===== src/rtl/mem_arbiter.sv =====
// mem_arbiter: shares the cellular-RAM controller port between the VGA pixel
// fetch path (high priority, reads only) and the user/button path (reads and
// writes). One access is outstanding at a time. A streak counter stops VGA
// from starving a waiting user request. A watchdog aborts accesses the RAM
// never completes.
module mem_arbiter #(
    parameter int ADDR_W        = 26,
    parameter int DATA_W        = 16,
    parameter int MAX_VGA_BURST = 4,
    parameter int TIMEOUT       = 255
) (
    input  logic              clk,
    input  logic              rst_n,
    input  logic              vga_req,
    input  logic [ADDR_W-1:0] vga_addr,
    output logic              vga_gnt,
    output logic              vga_valid,
    output logic [DATA_W-1:0] vga_rdata,
    output logic              vga_err,
    input  logic              usr_req,
    input  logic              usr_we,
    input  logic [ADDR_W-1:0] usr_addr,
    input  logic [DATA_W-1:0] usr_wdata,
    output logic              usr_gnt,
    output logic              usr_valid,
    output logic [DATA_W-1:0] usr_rdata,
    output logic              usr_err,
    output logic              mem_go,
    output logic              mem_we,
    output logic [ADDR_W-1:0] mem_addr,
    output logic [DATA_W-1:0] mem_wdata,
    input  logic [DATA_W-1:0] mem_rdata,
    input  logic              mem_done,
    output logic              busy
);

    // Streak counter must hold MAX_VGA_BURST and is never narrower than 3 bits.
    localparam int SW_RAW = $clog2(MAX_VGA_BURST + 1);
    localparam int SW     = (SW_RAW < 3) ? 3 : SW_RAW;
    localparam logic [SW-1:0] STREAK_MAX = SW'(MAX_VGA_BURST);
    localparam logic [7:0]    WDOG_MAX   = 8'(TIMEOUT);

    typedef enum logic [1:0] {
        S_IDLE  = 2'd0,
        S_ISSUE = 2'd1,
        S_WAIT  = 2'd2
    } state_t;

    state_t          state;
    logic            owner_usr;
    logic [SW-1:0]   streak;
    logic [7:0]      wdog;
    logic            grant_vga;
    logic            grant_usr;
    logic [DATA_W-1:0] done_data;

    // Arbitration decision, only acted upon in IDLE: VGA wins a tie unless
    // it has already taken MAX_VGA_BURST grants while the user was waiting.
    always_comb begin
        grant_vga = 1'b0;
        grant_usr = 1'b0;
        if (vga_req && usr_req) begin
            if (streak == STREAK_MAX) begin
                grant_usr = 1'b1;
            end else begin
                grant_vga = 1'b1;
            end
        end else if (vga_req) begin
            grant_vga = 1'b1;
        end else if (usr_req) begin
            grant_usr = 1'b1;
        end
    end

    // Completed writes return zero rather than whatever the RAM bus carries.
    always_comb begin
        done_data = mem_we ? '0 : mem_rdata;
    end

    // Access sequencer: IDLE grants, ISSUE drops the go strobe and arms the
    // watchdog, WAIT returns data (or an error on timeout) to the owner.
    always_ff @(posedge clk or negedge rst_n) begin
        if (!rst_n) begin
            state     <= S_IDLE;
            owner_usr <= 1'b0;
            streak    <= '0;
            wdog      <= '0;
            vga_gnt   <= 1'b0;
            vga_valid <= 1'b0;
            vga_rdata <= '0;
            vga_err   <= 1'b0;
            usr_gnt   <= 1'b0;
            usr_valid <= 1'b0;
            usr_rdata <= '0;
            usr_err   <= 1'b0;
            mem_go    <= 1'b0;
            mem_we    <= 1'b0;
            mem_addr  <= '0;
            mem_wdata <= '0;
            busy      <= 1'b0;
        end else begin
            vga_gnt   <= 1'b0;
            usr_gnt   <= 1'b0;
            vga_valid <= 1'b0;
            usr_valid <= 1'b0;
            vga_err   <= 1'b0;
            usr_err   <= 1'b0;
            mem_go    <= 1'b0;

            case (state)
                S_IDLE: begin
                    if (!usr_req || grant_usr) begin
                        streak <= '0;
                    end else if (grant_vga && streak != STREAK_MAX) begin
                        streak <= streak + 1'b1;
                    end

                    if (grant_vga) begin
                        owner_usr <= 1'b0;
                        mem_we    <= 1'b0;
                        mem_addr  <= vga_addr;
                        vga_gnt   <= 1'b1;
                        mem_go    <= 1'b1;
                        busy      <= 1'b1;
                        state     <= S_ISSUE;
                    end else if (grant_usr) begin
                        owner_usr <= 1'b1;
                        mem_we    <= usr_we;
                        mem_addr  <= usr_addr;
                        mem_wdata <= usr_wdata;
                        usr_gnt   <= 1'b1;
                        mem_go    <= 1'b1;
                        busy      <= 1'b1;
                        state     <= S_ISSUE;
                    end
                end

                S_ISSUE: begin
                    wdog  <= '0;
                    state <= S_WAIT;
                end

                S_WAIT: begin
                    if (mem_done) begin
                        if (owner_usr) begin
                            usr_rdata <= done_data;
                            usr_valid <= 1'b1;
                        end else begin
                            vga_rdata <= done_data;
                            vga_valid <= 1'b1;
                        end
                        busy  <= 1'b0;
                        state <= S_IDLE;
                    end else if (wdog == WDOG_MAX) begin
                        if (owner_usr) begin
                            usr_rdata <= '0;
                            usr_valid <= 1'b1;
                            usr_err   <= 1'b1;
                        end else begin
                            vga_rdata <= '0;
                            vga_valid <= 1'b1;
                            vga_err   <= 1'b1;
                        end
                        busy  <= 1'b0;
                        state <= S_IDLE;
                    end else begin
                        wdog <= wdog + 1'b1;
                    end
                end

                default: begin
                    busy  <= 1'b0;
                    state <= S_IDLE;
                end
            endcase
        end
    end

endmodule

===== config.mk =====
export PLATFORM = sky130hd
export DESIGN_NAME = mem_arbiter
export DESIGN_NICKNAME = d
export VERILOG_FILES = /design/src/rtl/mem_arbiter.sv
export SDC_FILE = /design/constraint.sdc
export NUM_CORES = 1
export LEC_CHECK = 0
export BUFFER_PORTS_ARGS = -buffer_cell sky130_fd_sc_hd__buf_2
export CORE_ASPECT_RATIO = 1.2
export CORE_MARGIN = 3
export CORE_UTILIZATION = 47
export DETAILED_ROUTE_END_ITERATION = 8
export PLACE_DENSITY = 0.76
export RECOVER_POWER = 25
export SYNTH_ARGS = -nofsm -noshare
export SYNTH_HDL_FRONTEND = slang
export SYNTH_SLANG_ARGS = --single-unit

===== constraint.sdc =====
create_clock -name clk -period 2.5 [get_ports clk]
set_input_delay 0.5 -clock clk [delete_from_list [all_inputs] [get_ports clk]]
set_output_delay 0.5 -clock clk [all_outputs]
set_load 0.05 [all_outputs]

==> impl_metrics.env, run 1 <==
export IMPL_tightest_slew_ns=1.286
export IMPL_cts_inserted_buffers=9
export IMPL_critical_path_required_ns=2.74
export IMPL_cts_sinks=97
export IMPL_yosys_warnings=0
export IMPL_use_met3_pct=6.035
export IMPL_finalHoldViolations=0
export IMPL_power_mw=8.012
export IMPL_h_tree_depth=3
export IMPL_rows=36
export IMPL_io_buffers=172
export IMPL_vias_per_cell=5.240
export IMPL_most_common_layout_cells="buf_2, dfrtp_1, nand2_1, o21ai_0, a32o_1"
export IMPL_cts_hold_fix_buffers=0
export IMPL_cts_resized=0
export IMPL_yosys_area_top_type_share_pct=61.01
export IMPL_final_common_cell="buf_2"
export IMPL_ys_types=37
export IMPL_start_util_pct=48.53
export IMPL_top_usage_layer="met2"
export IMPL_cts_tree="built"
export IMPL_via_count=3207
export IMPL_maxSlewViolCount=0
export IMPL_initialDrtViolationCount=193
export IMPL_start_kind="register"
export IMPL_clock_latency_ns=0.36
export IMPL_nets=586
export IMPL_status="finished, final reports clean"
export IMPL_nFillCells=669
export IMPL_crit_path_end_kind="register"
export IMPL_clkTransAtPathRegs_ns=0.09
export IMPL_crit_path_top_delay_cell="nor2_2"
export IMPL_drt_wirelength_per_cell_um=14.98
export IMPL_finClkSkew_ns=0.01296
export IMPL_peakVddDrop_mv=0.9651
export IMPL_synth_cells=324
export IMPL_die_y_um=106.8
export IMPL_grt_pass1_wl_um=15150
export IMPL_dpl_cell_count=596
export IMPL_cp_slowest_stage_delay_ns=0.75
export IMPL_arrival_ns=2.37
export IMPL_gr_usage_all_layers_pct=19.73
export IMPL_core_area_sq_um=8198
export IMPL_max_cap_viol_count=0
export IMPL_die_x_um=89.99
export IMPL_critical_path_class="reg -> reg"
export IMPL_place_hpwl_um=6692
export IMPL_num_antenna_cells=0
export IMPL_avgSynthCellArea_sq_um=12.28
export IMPL_drcViolationCount=0
export IMPL_use_met2_pct=32.47
export IMPL_cp_num_buf_inv=1
export IMPL_overflow=0
export IMPL_max_slew_margin_rel_pct=14.30
export IMPL_antenna_left=0
export IMPL_cts_buffer_depth=2
export IMPL_path_cells="inv_1 > ha_1 > a21oi_1 > nor2_2 > mux2_2"
export IMPL_grt_max_degree=98
export IMPL_gp_congestion=0.7978
export IMPL_grt_util_met1_pct=24.39
export IMPL_timing_setup_tns_ns=0
export IMPL_fin_crit_sh_pct=85.19
export IMPL_syn_cell_area_sq_um=3979
export IMPL_final_setup_viol_count=0
export IMPL_period_needed_ns=2.130
export IMPL_firstDrtPassIters=4
export IMPL_areaGrowthSynthToFinish_pct=31.10
export IMPL_first_global_vias=3234
export IMPL_die_area_sq_um=9610
export IMPL_routed_wirelength_um=9167
export IMPL_yosysTopAreaCell="dfrtp_1"
export IMPL_ys_ff_latch=97
export IMPL_fin_hold_ws_ns=0.3666
export IMPL_synth_seq_area_share_pct=61.01
export IMPL_stdcell_count=612
export IMPL_syn_nets=417
export IMPL_critical_path_peak_fanout=19
export IMPL_io_pins=173
export IMPL_p_leak_nw=2.688
export IMPL_max_freq_mhz=469.6
export IMPL_drive_above_1_share_pct=43.78
export IMPL_grt_antenna_before_repair=1
export IMPL_hp_class="in -> reg"
export IMPL_rsz0062_at_grt="false"
export IMPL_final_util_pct=63.63
export IMPL_power_density_nw_per_um2=1536
export IMPL_path_delay_family="simple AND/OR/NAND/NOR gates"
export IMPL_root_buffer="clkbuf_8"
export IMPL_postCtsSetupBuffers=0
export IMPL_synth_area_leaders="dfrtp_1, a32o_1, mux2i_1"
path summary, 6_finish.rpt:
kind	start	to	slack (ns)	cells past startpoint
setup / recovery	streak[0]	mem_wdata[15]	0.37	5
hold reg to reg	mem_addr[11]	mem_addr[11]	0.48	2
hold / removal	usr_wdata[11]	mem_wdata[11]	0.37	2
max in group asynchronous	rst_n	mem_we	1.14	2
min in group asynchronous	rst_n	usr_rdata[1]	0.49	2
setup reg to reg	streak[0]	mem_wdata[15]	0.37	5
layout make-up:
cell class / instances / area, sq um / share of cell area [%]
Sequential cell: 97 / 2427 / 46.53
Multi-Input combinational cell: 196 / 1445 / 27.70
Timing Repair Buffer: 179 / 915.9 / 17.56
Tap cell: 114 / 142.6 / 2.734
Clock buffer: 9 / 123.9 / 2.375
Clock inverter: 7 / 123.9 / 2.375
Inverter: 10 / 37.54 / 0.7196
synth_stat cells:
master     count
or3_1          1
o31ai_1        3
ha_1           3
nand2b_1       2
o21ai_0       33
buf_4          1
a21boi_1       1
mux2i_1       26
a311oi_1       1
a31oi_1        2
mux2_2        17
nor2_2         3
a22o_1         1
inv_1         10
o211ai_1       3
nor2_1         3
and3_1         1
clkbuf_1      12
a32o_1        32
a21o_1         3
nor3_1         1
nor2b_1        1
nand4_1        1
o2bb2ai_1      1
nor4_1         2
a21boi_0       1
nand3_1        9
a211o_1        1
buf_1          1
buf_6          1
nand2_1       38
a21oi_1        2
and2_1         2
buf_2          6
dfrtp_1       97
or4_1          1
and4_1         1
registers in the layout (all words and copies together) (netlist names):
register	count
owner_usr	1
mem_go	1
mem_wdata	16
usr_valid	1
mem_we	1
vga_err	1
vga_rdata	16
usr_rdata	16
vga_gnt	1
streak	3
usr_gnt	1
mem_addr	26
usr_err	1
vga_valid	1
busy	1
state	2
wdog	8
stage by stage:
| stage | setup slack [ns] | cell area [sq um] |
|---|---|---|
| after floorplan | 0.7247 | 3979 |
| after global placement | 0.4536 | 4981 |
| after detailed placement | 0.3867 | 4981 |
| after CTS | 0.3556 | 5229 |
| after global routing | 0.1916 | 5216 |
| final | 0.3704 | 5216 |
logic make-up after synthesis:
kind of cell	count (synthesis)	share of synthesized area [%]
mux	43	11.35
simple gates	66	7.579
compound gates	84	15.72
flops	97	61.01
buf+inv	31	3.396
fa+ha+maj	3	0.9435
power breakdown:
part / total, mW / internal (mW) / switching (mW)
logic: 4.17 / 1.04 / 3.13
clock network: 1.24 / 0.677 / 0.562
registers: 2.60 / 2.23 / 0.375
metal layers:
layer  routed length (um)  share of wire, %
met5                   13              0.14
met1                 3840                42
met2                 4386                48
met4                  154               1.7
met3                  772               8.4
Note: power is estimated with default switching activity, not from simulation.
==> inputs of run 2 (changes only) <==
CORE_UTILIZATION = 37   (was 47)
PLACE_DENSITY = 0.62   (was 0.76)
==> run 2 against run 1 <==
Against the previous run: final area grew 1.0%; clock power grew 7%; worst hold slack lost 0.0024 ns; clock-buffer cell count rose by 1; die area up 25%; cell count up 2.0%; fmax shrank 0.11%; via count is 0.56% lower; flip-flop and latch count stayed put; critical path depth unchanged; sequential power about the same; critical path type unchanged; largest cell class unchanged; highest routed layer is now met4.
==> impl_metrics.env, run 2 (same netlist as run 1, synthesis figures left out) <==
export IMPL_status="finished, final reports clean"
export IMPL_die_y_um=119.6
export IMPL_cts_tree="built"
export IMPL_io_pins=173
export IMPL_arrival_ns=2.36
export IMPL_grt_antenna_before_repair=0
export IMPL_peakVddDrop_mv=0.8836
export IMPL_start_util_pct=38.78
export IMPL_cts_buffer_depth=2
export IMPL_cts_resized=0
export IMPL_gp_congestion=0.8019
export IMPL_p_sw_mw=4.130
export IMPL_routed_wirelength_um=9616
export IMPL_multiInputGateArea_sq_um=1445
export IMPL_root_buffer="clkbuf_16"
export IMPL_drcViolationCount=0
export IMPL_areaGrowthSynthToFinish_pct=32.45
export IMPL_pre_cts_ws_ns=0.3275
export IMPL_place_hpwl_um=7005
export IMPL_switching_share_pct=50.85
export IMPL_clkPwrFrac_pct=16.4
export IMPL_die_x_um=100.7
export IMPL_rows=40
export IMPL_cts_hold_fix_buffers=0
export IMPL_h_tree_depth=3
export IMPL_tightest_slew_ns=1.113
export IMPL_drt_wirelength_per_cell_um=15.41
export IMPL_crit_path_top_delay_cell="nor2_2"
export IMPL_internal_power_mw=3.991
export IMPL_clock_latency_ns=0.34
export IMPL_power_density_nw_per_um2=1541
export IMPL_fin_crit_sh_pct=85.28
export IMPL_cts_inserted_buffers=9
export IMPL_p_leak_nw=2.703
export IMPL_comb_power_share_pct=51.4
export IMPL_postCtsSetupBuffers=0
export IMPL_max_cap_viol_count=0
export IMPL_core_area_sq_um=10260
export IMPL_ff2ff_setup_slack_ns=0.37
export IMPL_vias_per_cell=5.111
export IMPL_clkTransAtPathRegs_ns=0.07
export IMPL_die_area_sq_um=12040
export IMPL_io_buffers=172
export IMPL_critical_path_required_ns=2.73
export IMPL_first_global_vias=3186
export IMPL_grt_pass1_wl_um=15520
export IMPL_pwr_share_seq_pct=32.3
export IMPL_largest_reg_flops=26
export IMPL_antenna_left=0
export IMPL_cts_sinks=97
export IMPL_final_setup_viol_count=0
export IMPL_timing_final_ws_setup_ns=0.3679
export IMPL_register_area_sq_um=2427
export IMPL_num_antenna_cells=0
export IMPL_finClkSkew_ns=0.008089
export IMPL_rsz0062_at_grt="false"
export IMPL_maxSlewViolCount=0
export IMPL_critical_path_peak_fanout=19
export IMPL_critical_path_class="reg -> reg"
export IMPL_via_count=3189
export IMPL_firstDrtPassIters=4
export IMPL_gr_usage_all_layers_pct=16.30
export IMPL_crit_path_end_kind="register"
export IMPL_final_util_pct=51.37
export IMPL_hp_class="in -> async"
export IMPL_rr_startpoint="streak[0]"
export IMPL_top_register="mem_addr"
export IMPL_max_slew_margin_rel_pct=25.80
export IMPL_grt_max_degree=54
export IMPL_period_needed_ns=2.132
export IMPL_r2r_end="mem_wdata[14]"
export IMPL_overflow=0
export IMPL_final_common_cell="buf_2"
export IMPL_timing_setup_tns_ns=0
export IMPL_finalHoldViolations=0
export IMPL_cp_slowest_stage_delay_ns=0.76
export IMPL_start_kind="register"
export IMPL_ff2ff_path_depth=5
export IMPL_path_cells="inv_1 > ha_1 > a21oi_1 > nor2_2 > mux2_2"
export IMPL_most_common_layout_cells="buf_2, dfrtp_1, nand2_1, o21ai_0, a32o_1"
export IMPL_nets=586
export IMPL_initialDrtViolationCount=101
export IMPL_drive_above_1_share_pct=43.78
export IMPL_max_freq_mhz=469.0
export IMPL_nFillCells=940
## run 2: worst max-delay path: cells and delay by family (launching register included)
| kind | cells | cell delay, ns |
|---|---|---|
| AO/OA/AOI/OAI | 1 | 0.15 |
| AND/OR/NAND/NOR | 1 | 0.76 |
| adder cells (fa/ha/maj) | 1 | 0.21 |
| multiplexers | 1 | 0.42 |
| buffers and inverters | 1 | 0.07 |
| flip-flops | 1 | 0.41 |
## run 2: power groups by stage
stage                     sequential, mW  clock [mW]  combinational (mW)
final                               2.62        1.33                4.17
after CTS                           2.63        1.38                4.22
after global placement              2.61           0                4.19
after detailed placement            2.64           0                4.23
after global routing                2.71        1.45                4.42
after floorplan                     4.76           0                1.00
## run 2: worst max-delay path by stage
stage | startpoint | end | slack [ns] | depth (start not counted)
after global routing | streak[0] | mem_wdata[14] | 0.21 | 5
final | streak[0] | mem_wdata[14] | 0.37 | 5
after floorplan | wdog[0] | wdog[5] | 0.72 | 5
after global placement | streak[0] | mem_wdata[9] | 0.39 | 5
after detailed placement | streak[0] | mem_wdata[14] | 0.33 | 5
after CTS | streak[0] | mem_wdata[14] | 0.32 | 5
## run 2: stage by stage
stage | total power, mW | hold slack (ns) | cells | cell area, sq um
after global placement | 6.805 | 0.4577 | 608 | 4996
after floorplan | 5.766 | 0.2044 | 324 | 3979
final | 8.120 | 0.3642 | 624 | 5270
after detailed placement | 6.873 | 0.4689 | 608 | 4996
after global routing | 8.576 | 0.3747 | 624 | 5270
after CTS | 8.232 | 0.1777 | 624 | 5285
## run 2: layer usage
| metal | global-route usage [%] | routed length [um] |
|---|---|---|
| met4 | 5.981 | 149 |
| met3 | 5.000 | 909 |
| met1 | 21.01 | 4002 |
| met5 | 0 | 0 |
| met2 | 25.70 | 4555 |
## run 2: layout make-up
type	instances	share of cell area, %
clock inverter	6	0.9497
sequential	97	46.06
tap	126	2.991
timing repair buffer	179	17.33
clock buffer	10	4.535
inverter	10	0.7123
multi-input combinational	196	27.42
